[src/rtl/dbn_pkg.sv]
// Shared definitions for the DBN address-generation path: phase codes,
// unit count, address width and FIFO depth, plus the phase decoder.
package dbn_pkg;

  // Global phase codes driven by the top-level controller.
  typedef enum logic [2:0] {
    PH_IDLE    = 3'b000,
    PH_LOAD    = 3'b001,
    PH_FETCH_V = 3'b010,
    PH_FETCH_H = 3'b011,
    PH_DONE    = 3'b100,
    PH_GEN_V   = 3'b101,
    PH_GEN_H   = 3'b111
  } phase_e;

  localparam int NUM_UNITS  = 3;  // units per layer scanned in a GEN phase
  localparam int ADDR_W     = 2;  // weight-memory row address width
  localparam int FIFO_DEPTH = 4;  // address FIFO entries
  localparam int SCAN_W     = 2;  // scan index width (0..NUM_UNITS)

  // Map the raw 3-bit code onto a phase; the reserved code 110 acts as IDLE.
  function automatic phase_e decode_phase(input logic [2:0] code);
    phase_e ph;
    case (code)
      3'b000:  ph = PH_IDLE;
      3'b001:  ph = PH_LOAD;
      3'b010:  ph = PH_FETCH_V;
      3'b011:  ph = PH_FETCH_H;
      3'b100:  ph = PH_DONE;
      3'b101:  ph = PH_GEN_V;
      3'b111:  ph = PH_GEN_H;
      default: ph = PH_IDLE;
    endcase
    return ph;
  endfunction

endpackage

[src/rtl/addr_fifo.sv]
// First-word-fall-through FIFO with synchronous clear. A clear may coincide
// with a push: the FIFO is emptied and the pushed word becomes the only entry.
module addr_fifo #(
  parameter int WIDTH = 2,
  parameter int DEPTH = 4
) (
  input  logic                         clk_i,
  input  logic                         rst_ni,
  input  logic                         clear_i,
  input  logic                         push_i,
  input  logic [WIDTH-1:0]             push_data_i,
  input  logic                         pop_i,
  output logic [WIDTH-1:0]             head_o,
  output logic [$clog2(DEPTH+1)-1:0]   count_o,
  output logic                         empty_o,
  output logic                         full_o
);

  localparam int PTR_W = $clog2(DEPTH);
  localparam int CNT_W = $clog2(DEPTH+1);

  logic [WIDTH-1:0] mem_q [DEPTH];
  logic [PTR_W-1:0] wr_ptr_q, wr_ptr_d;
  logic [PTR_W-1:0] rd_ptr_q, rd_ptr_d;
  logic [CNT_W-1:0] count_q, count_d;
  logic [PTR_W-1:0] wr_addr_s;
  logic             do_push_s;
  logic             do_pop_s;
  logic             empty_s;
  logic             full_s;

  // Advance a pointer with wrap at DEPTH-1 (works for any depth).
  function automatic logic [PTR_W-1:0] next_ptr(input logic [PTR_W-1:0] p);
    logic [PTR_W-1:0] n;
    if (p == PTR_W'(DEPTH - 1)) begin
      n = '0;
    end else begin
      n = p + PTR_W'(1);
    end
    return n;
  endfunction

  assign empty_s = (count_q == CNT_W'(0));
  assign full_s  = (count_q == CNT_W'(DEPTH));

  // Next-state for pointers and count; clear takes priority over normal flow.
  always_comb begin
    do_push_s = push_i && (clear_i || !full_s);
    do_pop_s  = pop_i && !empty_s && !clear_i;
    wr_ptr_d  = wr_ptr_q;
    rd_ptr_d  = rd_ptr_q;
    count_d   = count_q;
    wr_addr_s = wr_ptr_q;
    if (clear_i) begin
      wr_addr_s = '0;
      rd_ptr_d  = '0;
      if (do_push_s) begin
        wr_ptr_d = next_ptr('0);
        count_d  = CNT_W'(1);
      end else begin
        wr_ptr_d = '0;
        count_d  = '0;
      end
    end else begin
      if (do_push_s) begin
        wr_ptr_d = next_ptr(wr_ptr_q);
      end else begin
        wr_ptr_d = wr_ptr_q;
      end
      if (do_pop_s) begin
        rd_ptr_d = next_ptr(rd_ptr_q);
      end else begin
        rd_ptr_d = rd_ptr_q;
      end
      case ({do_push_s, do_pop_s})
        2'b10:   count_d = count_q + CNT_W'(1);
        2'b01:   count_d = count_q - CNT_W'(1);
        default: count_d = count_q;
      endcase
    end
  end

  // Pointer and count registers.
  always_ff @(posedge clk_i or negedge rst_ni) begin
    if (!rst_ni) begin
      wr_ptr_q <= '0;
      rd_ptr_q <= '0;
      count_q  <= '0;
    end else begin
      wr_ptr_q <= wr_ptr_d;
      rd_ptr_q <= rd_ptr_d;
      count_q  <= count_d;
    end
  end

  // Storage write; contents are masked by the empty flag so need no reset.
  always_ff @(posedge clk_i) begin
    if (do_push_s) begin
      mem_q[wr_addr_s] <= push_data_i;
    end
  end

  // Head word falls through; reads as zero while empty.
  always_comb begin
    if (empty_s) begin
      head_o = '0;
    end else begin
      head_o = mem_q[rd_ptr_q];
    end
  end

  assign count_o = count_q;
  assign empty_o = empty_s;
  assign full_o  = full_s;

endmodule

[src/rtl/addr_gen.sv]
// Address generator: scans visible/hidden unit states during GEN phases,
// queues the indices of active units, and hands them out during FETCH phases.
module addr_gen
  import dbn_pkg::*;
(
  input  logic              clk,
  input  logic              rst,
  input  logic              en,
  input  logic [2:0]        statesignal,
  input  logic [NUM_UNITS-1:0] v_states,
  input  logic [NUM_UNITS-1:0] h_states,
  input  logic              en_fetch,
  output logic [ADDR_W-1:0] addr_fetch,
  output logic              empty_fifo
);

  localparam int CNT_W = $clog2(FIFO_DEPTH + 1);
  localparam logic [SCAN_W-1:0] SCAN_DONE = SCAN_W'(NUM_UNITS);

  phase_e              prev_q, prev_d;
  logic [SCAN_W-1:0]   idx_q, idx_d;
  phase_e              phase_s;
  logic                is_gen_s;
  logic                is_fetch_s;
  logic                gen_entry_s;
  logic [NUM_UNITS-1:0] scan_bits_s;
  logic [SCAN_W-1:0]   scan_idx_s;
  logic                push_s;
  logic                pop_s;
  logic                clear_s;
  logic [ADDR_W-1:0]   fifo_head_s;
  logic [CNT_W-1:0]    fifo_count_s;
  logic                fifo_empty_s;
  logic                fifo_full_s;

  assign phase_s     = decode_phase(statesignal);
  assign is_gen_s    = (phase_s == PH_GEN_V) || (phase_s == PH_GEN_H);
  assign is_fetch_s  = (phase_s == PH_FETCH_V) || (phase_s == PH_FETCH_H);
  assign gen_entry_s = en && is_gen_s && (phase_s != prev_q);
  assign scan_bits_s = (phase_s == PH_GEN_H) ? h_states : v_states;

  // Scan and push/pop control; a GEN entry restarts the scan at index 0 and
  // examines that index in the same cycle as the clear.
  always_comb begin
    prev_d     = prev_q;
    idx_d      = idx_q;
    scan_idx_s = idx_q;
    push_s     = 1'b0;
    pop_s      = 1'b0;
    clear_s    = 1'b0;
    if (en) begin
      prev_d = phase_s;
      if (is_gen_s) begin
        if (gen_entry_s) begin
          clear_s    = 1'b1;
          scan_idx_s = '0;
        end else begin
          scan_idx_s = idx_q;
        end
        if (scan_idx_s < SCAN_DONE) begin
          push_s = scan_bits_s[scan_idx_s] && (clear_s || !fifo_full_s);
          idx_d  = scan_idx_s + SCAN_W'(1);
        end else begin
          idx_d  = SCAN_DONE;
        end
      end else if (is_fetch_s) begin
        pop_s = en_fetch && !fifo_empty_s;
      end else begin
        pop_s = 1'b0;
      end
    end else begin
      prev_d = prev_q;
    end
  end

  // Phase history and scan index registers.
  always_ff @(posedge clk or negedge rst) begin
    if (!rst) begin
      prev_q <= PH_IDLE;
      idx_q  <= '0;
    end else begin
      prev_q <= prev_d;
      idx_q  <= idx_d;
    end
  end

  addr_fifo #(
    .WIDTH (ADDR_W),
    .DEPTH (FIFO_DEPTH)
  ) u_fifo (
    .clk_i       (clk),
    .rst_ni      (rst),
    .clear_i     (clear_s),
    .push_i      (push_s),
    .push_data_i (ADDR_W'(scan_idx_s)),
    .pop_i       (pop_s),
    .head_o      (fifo_head_s),
    .count_o     (fifo_count_s),
    .empty_o     (fifo_empty_s),
    .full_o      (fifo_full_s)
  );

  assign addr_fetch = fifo_head_s;
  assign empty_fifo = (fifo_count_s == CNT_W'(0));

endmodule

[config.mk]
export PLATFORM = sky130hd
export DESIGN_NAME = addr_gen
export DESIGN_NICKNAME = d
export VERILOG_FILES = /design/src/rtl/dbn_pkg.sv /design/src/rtl/addr_fifo.sv /design/src/rtl/addr_gen.sv
export SDC_FILE = /design/constraint.sdc
export NUM_CORES = 1
export LEC_CHECK = 0
export ABC_AREA = 0
export CAP_MARGIN = 20
export CORE_MARGIN = 4
export CORE_UTILIZATION = 50
export DETAILED_ROUTE_END_ITERATION = 10
export PLACE_DENSITY = 0.73
export SLEW_MARGIN = 25
export SYNTH_ARGS = -nofsm -noshare
export SYNTH_HDL_FRONTEND = slang
export SYNTH_HIERARCHICAL = 1
export SYNTH_SLANG_ARGS = --single-unit
[constraint.sdc]
create_clock -name clk -period 3.2 [get_ports clk]
set_input_delay 0.64 -clock clk [delete_from_list [all_inputs] [get_ports clk]]
set_output_delay 0.64 -clock clk [all_outputs]
set_load 0.02 [all_outputs]
Word level (Yosys, flattened, before mapping). Memory sizes are Yosys's and may differ from the RTL's. Index checks and enable logic that the tools add are counted.

Flip-flop bits (word level): 12. Latch bits: 0. Memory bits (writable): 8. ROM bits: 0. Bits of input ports: 13. Logic and storage cells: 83. Memories kept: 1.

Memory list: u_fifo.mem_q (words 4, width 2, rd ports 1, clocked after Yosys merged registers in 0, write ports 1, line addr_fifo.sv:22) `logic [WIDTH-1:0] mem_q [DEPTH];`.

Add/subtract/negate cells: 5. Multipliers: 0. Divide/modulo/power cells: 0. Order comparisons: 2. Eq/ne operators: 16. Shift operators: 0. Muxes and demuxes: 35. Bitwise logic cells: 0. Reduce and logical (&&, ||, !) cells: 19.

Operators by type and width (count): 2-bit 2-to-1 mux (14); 3-bit equality test, second input constant (6); 3-bit one-hot mux with 6 select lines (1); 1-bit 2-to-1 mux (16); 3-bit by 2-bit equality test with 1-bit output, second input constant (4); 1-bit logical AND (7); 2-bit by 1-bit adder with 2-bit output, second input constant (3); 2-bit equality test, second input constant (3); 3-bit 2-to-1 mux (2); 3-bit one-hot mux with 2 select lines (1); 1-bit logical OR (4); 2-bit nonzero test (2); 3-bit by 1-bit adder with 3-bit output, second input constant (1); 3-bit by 1-bit equality test with 1-bit output, second input constant (1); 1-bit zero test (3); 3-bit zero test (1); 2-bit by 3-bit < comparator with 1-bit output, second input constant (1); 3-bit inequality test (1); 3-bit nonzero test (1); 3-bit by 1-bit subtractor with 3-bit output, second input constant (1); 1-bit binary-select mux with 2-bit select (1); 2-bit by 1-bit equality test with 1-bit output, second input constant (1); 2-bit < comparator, second input constant (1); 2-bit AND reduction (1).

Longest topological paths before layout.
Word-level depth: 19. Mapped depth: 13. Gate-level depth less buffers: 12.

By module. Netlist, hierarchy kept.

Modules (own cells, without submodules): addr_fifo (times used 1, cells an instance 81, area each 900.9 um^2, sequential area each 415.4 um^2); addr_gen (times used 1, cells an instance 47, area each 429.2 um^2, sequential area each 125.1 um^2).

Worst setup path before layout. OpenSTA, ideal clock, no wires.

Path type: input to register. Start: input port statesignal[0]. End: register u_fifo.count_q[1] (netlist: u_fifo/count_o[1]). Setup time: 65 ps. Arrival time: 3120 ps. Slack: 15 ps. Cell stages on the path: 12. Buffers on the path: 1. Cells stage by stage: buf_6 -> nand2b_4 -> or4_4 -> a32o_1 -> a221oi_2 -> inv_1 -> nor2_1 -> nor3_1 -> fa_1 -> o22ai_1 -> a211oi_1 -> o21a_1.

Longest elaborated chain between the ends: 19.

RTL lines: start, declared (line addr_gen.sv:9) `input logic [2:0] statesignal,`; 3-bit equality test, or another cell as far along (line dbn_pkg.sv:24) `case (code)`; 3-bit one-hot mux with 6 select lines * (line dbn_pkg.sv:24); 3-bit equality test, on equally long branches (line addr_gen.sv:37, addr_gen.sv:40); 1-bit logical OR (line addr_gen.sv:37) `assign is_gen_s = (phase_s == PH_GEN_V) || (phase_s == PH_GEN_H);`; 1-bit logical AND (2 in a row) (line addr_gen.sv:39) `assign gen_entry_s = en && is_gen_s && (phase_s != prev_q);`; 2-bit 2-to-1 mux (line addr_gen.sv:54) `if (gen_entry_s) begin`; 2-bit 2-to-1 mux (line addr_gen.sv:53) `if (is_gen_s) begin`; 2-bit 2-to-1 mux (line addr_gen.sv:51) `if (en) begin`; [3 not listed]; 1-bit 2-to-1 mux (line addr_gen.sv:60) `if (scan_idx_s < SCAN_DONE) begin`; 1-bit 2-to-1 mux * (line addr_gen.sv:53); 1-bit 2-to-1 mux * (line addr_gen.sv:51); via push_s (line addr_gen.sv:28) `logic push_s;`; 1-bit logical AND * (line addr_fifo.sv:48) `do_push_s = push_i && (clear_i || !full_s);`; 2-bit by 1-bit equality test with 1-bit output / 2-bit equality test (equally long branches) (line addr_fifo.sv:75) `case ({do_push_s, do_pop_s})`; 3-bit one-hot mux with 2 select lines (line addr_fifo.sv:75); 3-bit 2-to-1 mux (line addr_fifo.sv:54) `if (clear_i) begin`; end signal, assigned (line addr_fifo.sv:92) `count_q <= count_d;`; end, declared (line addr_fifo.sv:25) `logic [CNT_W-1:0] count_q, count_d;`.

The timed path passes the listed nets; every way through them passes the cells marked *. The select of a mux whose other input is x is not followed. A chain may end at the register's enable or synchronous reset.

Worst setup path after layout.
Start: input port statesignal[2]. End: register u_fifo.count_q[1] (netlist: u_fifo/count_o[1]).

Same word-level chain as after synthesis.

==> flow_metrics.env <==
export IMPL_grt_max_degree=15
export IMPL_fin_util=0.6707
export IMPL_maxCapViolCount=0
export IMPL_ys_ff_latch=20
export IMPL_skew_ns=0.01330
export IMPL_swShare=0.3668
export IMPL_p_leak_nw=0.6975
export IMPL_cts_root_buf="clkbuf_4"
export IMPL_relSlewSlack=0.5891
export IMPL_first_iter_violations=31
export IMPL_setup_viol=0
export IMPL_fillers=214
export IMPL_p_int_uw=686.6
export IMPL_clkTransAtPathRegs_ns=0.12
export IMPL_tightest_slew_ns=0.6144
export IMPL_grt_overflow_total=0
export IMPL_critPathKind="in -> reg"
export IMPL_clock_path_buffers=2
export IMPL_fmax_mhz=326.5
export IMPL_num_vias=1124
export IMPL_cp_max_fo=5
export IMPL_cts_sinks=20
export IMPL_core_area_sq_um=2500
export IMPL_hp_class="reg -> reg"
export IMPL_crit_path_end_kind="flip-flop"
export IMPL_ios=16
export IMPL_netlist_instances=128
export IMPL_grt_util_all_layers=0.1723
export IMPL_drive_gt1_frac=0.2642
export IMPL_cts_tree="yes"
export IMPL_syn_cell_area_sq_um=1330
export IMPL_fin_crit_ns=3.063
export IMPL_ir_worst_vdd_v=0.0004831
export IMPL_slew_viol_final=0
export IMPL_p_comb_frac=0.470
export IMPL_cp_data_required_time_ns=3.44
export IMPL_die_x_microns=59.58
export IMPL_yosysWarningCount=6
export IMPL_numPortBuffers=15
export IMPL_start_util=0.5320
export IMPL_final_cell_mix="21 x buf_4, 12 x dfrtp_1, 12 x clkdlybuf4s50_1"
export IMPL_routed_via_density=5.947
export IMPL_fin_cells=189
export IMPL_drcViolationCount=0
export IMPL_final_common_cell="buf_4"
export IMPL_pwr_density_cell_nw_per_um2=646.8
export IMPL_clock_latency_ns=0.30
export IMPL_totalWireLength_microns=2969
export IMPL_antenna_found_initial=0
export IMPL_cp_arrival_ns=3.30
export IMPL_wl_per_cell_microns=15.71
export IMPL_status="finished clean"
export IMPL_final_hold_violation_count=0
export IMPL_area_growth_pct=26.06
export IMPL_dp_hpwl_microns=2220
export IMPL_gp_congestion=0.8361
export IMPL_drtPass1Iterations=4
export IMPL_synth_edf_count=8
export IMPL_synth_area_per_cell_sq_um=10.39
export IMPL_htreeDepth=1
export IMPL_antennaDiodeCount=0
export IMPL_seqPwrFrac=0.340
export IMPL_grt_pass1_vias=1051
export IMPL_p_sw_uw=397.8
export IMPL_yosysUniqueCellTypes=49
export IMPL_fin_nets=175
export IMPL_fp_row_count=18
export IMPL_cts_buffers_inserted=3
export IMPL_ys_seq_area_frac=0.4064
export IMPL_synth_nets=143
export IMPL_grt_pass1_wl_microns=4609
export IMPL_async_flop_share=0.6000
export IMPL_worstSetupStartpointType="primary input"
export IMPL_clkPwrFrac=0.190
export IMPL_dp_cells=183
export IMPL_ys_dominant_reg_cell="dfrtp_1"
export IMPL_ant_nets=0
export IMPL_chipHeight_microns=59.58
export IMPL_dieArea_sq_um=3549
export IMPL_finalCritPeriodShare=0.9571
-- kinds of logic after synthesis --
logic type               synth area share
XOR/XNOR                          0.02635
buffers and inverters             0.07713
AND/OR/NAND/NOR                    0.2286
multiplexers                      0.07243
AO/OA/AOI/OAI                      0.1646
flip-flops                         0.4064
adder cells (fa/ha/maj)           0.02446
-- critical path, cell delays in order --
cell and delay, ns:
dlygate4sd2_1 0.29, xnor2_1 0.15, or4_4 0.42, a32o_2 0.26, a221oi_2 0.24, inv_1 0.10, nor2_2 0.13, nor3_1 0.07
fa_2 0.56, o22ai_1 0.08, a211oi_1 0.23, o21a_1 0.15
-- layout make-up --
| type | instances | area (sq um) | area share |
|---|---|---|---|
| Multi-Input combinational cell | 93 | 715.7 | 0.4269 |
| Sequential cell | 20 | 540.5 | 0.3224 |
| Timing Repair Buffer | 36 | 307.8 | 0.1836 |
| Tap cell | 30 | 37.54 | 0.02239 |
| Clock inverter | 1 | 30.03 | 0.01791 |
| Clock buffer | 3 | 22.52 | 0.01343 |
| Inverter | 6 | 22.52 | 0.01343 |
-- routing by layer --
layer	GRT usage	share of wire	vias to the layer above
met3	0.04139	0.054	2
met4	0.02215	0.0034	0
met2	0.3401	0.55	40
met5	0	0	-
li1	-	-	537
met1	0.1871	0.39	545
-- flip-flops by register name, summed over array words and instances, names as in the netlist --
register,cells
u_fifo/count_o,3
u_fifo/mem_q,8
u_fifo/rd_ptr_q,2
idx_q,2
prev_q,3
u_fifo/wr_ptr_q,2
-- power groups by stage --
stage | combinational (mW) | sequential [mW] | clock (mW)
after global routing | 0.557 | 0.377 | 0.222
final | 0.510 | 0.369 | 0.206
after CTS | 0.505 | 0.368 | 0.211
after global placement | 0.482 | 0.370 | 0
after detailed placement | 0.499 | 0.373 | 0
after floorplan | 0.362 | 0.363 | 0
-- worst paths after layout --
kind	endpoint	slack (ns)	cells past startpoint	startpoint
min in group asynchronous	u_fifo/count_o[0]	0.70	1	rst
setup reg to reg	u_fifo/count_o[1]	0.28	11	prev_q[1]
max in group asynchronous	u_fifo/wr_ptr_q[1]	2.09	1	rst
hold reg to reg	idx_q[1]	0.59	1	idx_q[1]
hold / removal	idx_q[1]	0.59	1	idx_q[1]
setup / recovery	u_fifo/count_o[1]	0.14	12	statesignal[2]
-- timing repair --
item / CTS / global route
pin swaps: 4 / 4
gates resized for setup: 5 / 4
setup buffers: 1 / 1
setup endpoints to repair: 2 / 2
hold buffers: 0 / 0
-- cells in the mapped netlist, drive strengths merged, types with 2 or more instances --
cell type | count | share of area
nor2b | 3 | 0.014
edfxtp | 8 | 0.18
nand2 | 5 | 0.014
a211oi | 2 | 0.011
xnor2 | 3 | 0.020
nor4 | 2 | 0.0094
a21oi | 6 | 0.023
nand3 | 5 | 0.019
a31oi | 2 | 0.0094
mux2i | 4 | 0.030
mux4 | 2 | 0.034
o21a | 4 | 0.023
clkbuf | 2 | 0.0066
o22ai | 2 | 0.0094
inv | 6 | 0.017
nor3 | 5 | 0.019
nor3b | 3 | 0.025
nand2b | 3 | 0.020
nor2 | 11 | 0.033
or4 | 2 | 0.014
dfrtp | 12 | 0.23
buf | 7 | 0.054
o21ai | 9 | 0.034
-- stage by stage --
step,instance area [sq um],setup slack (ns),hold WS (ns),power (mW),setup TNS [ns]
5_1_grt,1677,-0.01033,0.6023,1.156,-0.01033
3_3_place_gp,1580,-0.3600,0.5332,0.8512,-0.8876
6_report,1677,0.1373,0.5853,1.084,0
2_1_floorplan,1330,0.01494,0.3444,0.7246,0
3_5_place_dp,1580,-0.4486,0.5557,0.8723,-1.175
4_1_cts,1649,0.002101,0.5846,1.085,0
Note: power is estimated with default switching activity, not from simulation.
